## src/rtl/fetch_unit.sv

```systemverilog
// Instruction fetch stage: owns the PC and the IF/ID pipeline register.
// Handles stall/flush redirection and a two-state RUN/HALT machine.
//
// state | meaning
// ------+------------------------------------------------------------
// RUN   | fetching sequentially, PC advances by 2 per accepted fetch
// HALT  | HLT was fetched; PC frozen, IF/ID fed with bubbles until flush
module fetch_unit #(
  parameter logic [15:0] RESET_PC   = 16'h0000,
  parameter logic [15:0] NOP_INSTR  = 16'h0000,
  parameter logic [3:0]  HLT_OPCODE = 4'hF
) (
  input  logic        clk,
  input  logic        rst,
  input  logic        stall,
  input  logic        flush,
  input  logic [15:0] flush_target,
  input  logic [15:0] imem_data,
  output logic [15:0] imem_addr,
  output logic [15:0] IF_ID_instr,
  output logic [15:0] IF_ID_PC_next,
  output logic        IF_ID_valid,
  output logic [7:0]  IF_ID_tag,
  output logic [7:0]  fetch_id,
  output logic        halted
);

  typedef enum logic {
    S_RUN  = 1'b0,
    S_HALT = 1'b1
  } state_t;

  state_t      state;
  logic [15:0] pc;
  logic [15:0] pc_plus2;
  logic        is_hlt;

  assign pc_plus2  = pc + 16'd2;
  assign is_hlt    = (imem_data[15:12] == HLT_OPCODE);
  assign imem_addr = pc;
  assign halted    = (state == S_HALT);

  always_ff @(posedge clk or posedge rst) begin
    if (rst) begin
      state         <= S_RUN;
      pc            <= RESET_PC;
      IF_ID_instr   <= NOP_INSTR;
      IF_ID_PC_next <= 16'h0000;
      IF_ID_valid   <= 1'b0;
      IF_ID_tag     <= 8'h00;
      fetch_id      <= 8'h00;
    end else if (flush) begin
      // Redirect wins over stall; IF_ID_PC_next and fetch_id intentionally keep their values.
      state       <= S_RUN;
      pc          <= flush_target;
      IF_ID_instr <= NOP_INSTR;
      IF_ID_valid <= 1'b0;
      IF_ID_tag   <= 8'h00;
    end else if (!stall) begin
      case (state)
        S_RUN: begin
          IF_ID_instr   <= imem_data;
          IF_ID_PC_next <= pc_plus2;
          IF_ID_valid   <= 1'b1;
          IF_ID_tag     <= fetch_id;
          fetch_id      <= fetch_id + 8'd1;
          if (is_hlt) begin
            state <= S_HALT;
          end else begin
            pc <= pc_plus2;
          end
        end
        S_HALT: begin
          IF_ID_instr <= NOP_INSTR;
          IF_ID_valid <= 1'b0;
          IF_ID_tag   <= 8'h00;
        end
        default: state <= S_RUN;
      endcase
    end
  end

endmodule

```

## config.mk

```make
export PLATFORM = sky130hd
export DESIGN_NAME = fetch_unit
export DESIGN_NICKNAME = d
export VERILOG_FILES = /design/src/rtl/fetch_unit.sv
export SDC_FILE = /design/constraint.sdc
export NUM_CORES = 1
export LEC_CHECK = 0
export ABC_CLOCK_PERIOD_IN_PS = 1950
export CAP_MARGIN = 10
export CORE_MARGIN = 2
export CORE_UTILIZATION = 41
export CTS_CLUSTER_DIAMETER = 120
export DETAILED_ROUTE_END_ITERATION = 6
export PLACE_DENSITY = 0.87
export SLEW_MARGIN = 10
export SYNTH_ARGS = -nofsm -noshare
export SYNTH_HDL_FRONTEND = slang
export SYNTH_SLANG_ARGS = --single-unit
export TNS_END_PERCENT = 5
```

## constraint.sdc

```tcl
create_clock -name clk -period 1.95 [get_ports clk]
set_input_delay 0.39 -clock clk [delete_from_list [all_inputs] [get_ports clk]]
set_output_delay 0.39 -clock clk [all_outputs]
set_load 0.005 [all_outputs]
```

==> reports/results.txt <==
clk sinks -> 66
Main synth FF type -> dfrtp_1
ranking of synthesized cells by area -> dfrtp_1 57%, a22o_1 7.2%, nand2_1 4.5%
Final Non-Filler Cells -> 491
Die X -> 88.1 µm
Slew headroom -> 74.9%
wire per inst -> 15.2 µm
Mapped Avg Cell Area -> 10.7 µm²
critical path's largest stage delay -> 500 ps
Placeable Area -> 0.00683 mm²
required time of the critical path -> 1560 ps
Max Buffers Root-to-Sink -> 2
critical path endpoint category -> output pin
HP Class -> in -> async
Routed WL -> 7490 µm
synthesis-to-layout area growth -> 51.5%
CTS Hold Bufs -> 0
Pleak -> 1.85 nW
commonest non-fill, non-tap cell in the layout -> clkdlybuf4s50_1
Routed Antenna Nets -> 0
Worst Setup Start Kind -> flip-flop
Seq cells post-synth -> 66
min Tclk post-route -> 1850 ps
Rows -> 30
via count -> 2557
Syn Nets -> 308
Port Buffers -> 101
Synth top area share -> 56.9%
final hold vios -> 0
cts bufs inserted -> 9
Ant. Diodes -> 0
overall power -> 3.77 mW
fin. max-slew vios -> 0
DP HPWL -> 5520 µm
Crit path max-delay family -> buffers and inverters
Final setup violation count -> 0
crit path launch -> imem_addr[4]
Post-synth EDFFs -> 0
fraction of layout cells with a size suffix above 1 -> 13.2%
GPL Wtd Cong -> 0.839
slew at the pin with the worst max-slew slack -> 373 ps
crit path DAT -> 1460 ps
reg2reg start -> imem_addr[1]
Reg clk slew, reported paths -> 80 ps
die area -> 0.00776 mm²
register area share after synthesis -> 56.9%
maximum fanout along the worst path -> 5
Die Height -> 88.1 µm
largest net degree at the start of global routing -> 67
Post-Place Cells -> 475
P per Cell Area -> 858 mW/mm²
Yosys top cell by area -> dfrtp_1
Synth Cell Area -> 0.00290 mm²
Area after DPL -> 0.00420 mm²
Nets -> 428
Setup Fix Bufs, Post-CTS -> 0
CTS tree -> done
most frequent cells in the layout -> 101 x clkdlybuf4s50_1, 66 x dfrtp_1, 35 x nand2_1
WHS -> 479 ps
FMAX -> 0.541 GHz
skew final -> 8.19 ps
RSZ-0062 raised after global routing -> false
number of global-route vias before repair -> 2514
drt drc -> 0
grt total ovfl -> 0
worst path cell trace -> buf_4 > clkdlybuf4s50_1
worst path bufs/invs -> 2
H-tree Lvls -> 3
Util after Layout -> 64.3%
Max stage delay cell, worst path -> clkdlybuf4s50_1
post-cts resize count -> 0
first-pass GRT wire length -> 12000 µm
outcome -> completed
Tcrit/Tclk final -> 94.9%
Synth Instances -> 270
CP Class -> reg -> out
Vias/cell -> 5.21
initial antenna violation count -> 0
initial core utilization -> 42.5%
Synth Warn # -> 0
Yosys cell types -> 33
Post-synth ARST share -> 100%
# IOs -> 102
drt first-iter violations -> 90
clock root cell -> clkbuf_8
design area -> 0.00439 mm²
First-pass DRT Iterations -> 4
clock latency on the worst-skew pair -> 340 ps
max cap viols -> 0
Peak VDD IR -> 426 µV
GRT Resource Usage Total -> 20.3%
## synthesized netlist by cell type, types with 2 or more instances
| cell | instances |
|---|---|
| a22o_1 | 24 |
| nand3_2 | 2 |
| inv_1 | 4 |
| o21ai_0 | 21 |
| a31oi_1 | 8 |
| nand3_1 | 8 |
| or3_1 | 5 |
| nand4_1 | 8 |
| xor2_1 | 11 |
| ha_1 | 2 |
| buf_2 | 3 |
| and3_1 | 2 |
| nor4_1 | 4 |
| nand2b_1 | 2 |
| nor2_1 | 12 |
| and3_2 | 2 |
| and2_1 | 2 |
| dfrtp_1 | 66 |
| nand2_1 | 35 |
| clkbuf_1 | 14 |
| or4_1 | 3 |
| o31ai_1 | 3 |
| mux2_2 | 2 |
| a21oi_1 | 3 |
| xnor2_1 | 15 |
| nor3_1 | 2 |
## path summary, 6_finish.rpt
path | end | slack, ps | depth (start not counted)
max | imem_addr[4] | 100 | 2
min | IF_ID_PC_next[1] | 480 | 3
max reg2reg | imem_addr[11] | 100 | 5
min reg2reg | IF_ID_PC_next[2] | 480 | 2
max in group asynchronous | IF_ID_instr[15] | 1190 | 3
min in group clk | IF_ID_PC_next[2] | 480 | 2
## layer usage
metal	routed length [µm]	GRT usage, %	share of wire, %	up-vias
li1	-	-	-	1201
met1	3380	27.3	45	1233
met2	3510	31.8	47	112
met3	450	4.62	6.0	11
met4	149	8.26	2.0	0
met5	0	0	0	-
## logic make-up after synthesis
group	share of synthesized area, %
buf+inv	3.11
compound gates	14.2
simple gates	15.9
fa+ha+maj	0.863
flops	56.9
xor+xnor	7.85
mux	1.12
## through the flow
stage	setup TNS, ps	worst slack, ps
floorplan	0	63.5
global placement	-356	-74.0
detailed placement	-808	-162
CTS	0	100
global route	0	8.06
finish	0	100
## registers in the layout (all words and copies together) (netlist names)
register,flops
IF_ID_tag,8
fetch_id,8
IF_ID_instr,16
halted,1
imem_addr,16
IF_ID_valid,1
IF_ID_PC_next,16
## worst reg2reg max path, stage by stage, from the launching register on
cell and delay, ps:
dfrtp_1 350, ha_1 170, nand3_1 180, or4_4 590
or3_1 320, a31oi_1 160
## cell type report
class | instances | area, µm²
inverter | 4 | 18.8
sequential | 66 | 1650
clock buffer | 9 | 124
clock inverter | 7 | 70.1
multi-input combinational | 182 | 1170
fill | 548 | 2440
timing repair buffer | 127 | 1240
tap | 96 | 120
## report_power, final
part	leakage (nW)	internal, mW	switching (mW)	total [mW]
clock network	0.0873	0.585	0.543	1.13
registers	0.833	1.55	0.184	1.74
logic	0.933	0.567	0.341	0.908
(Power assumes the default switching activity.)
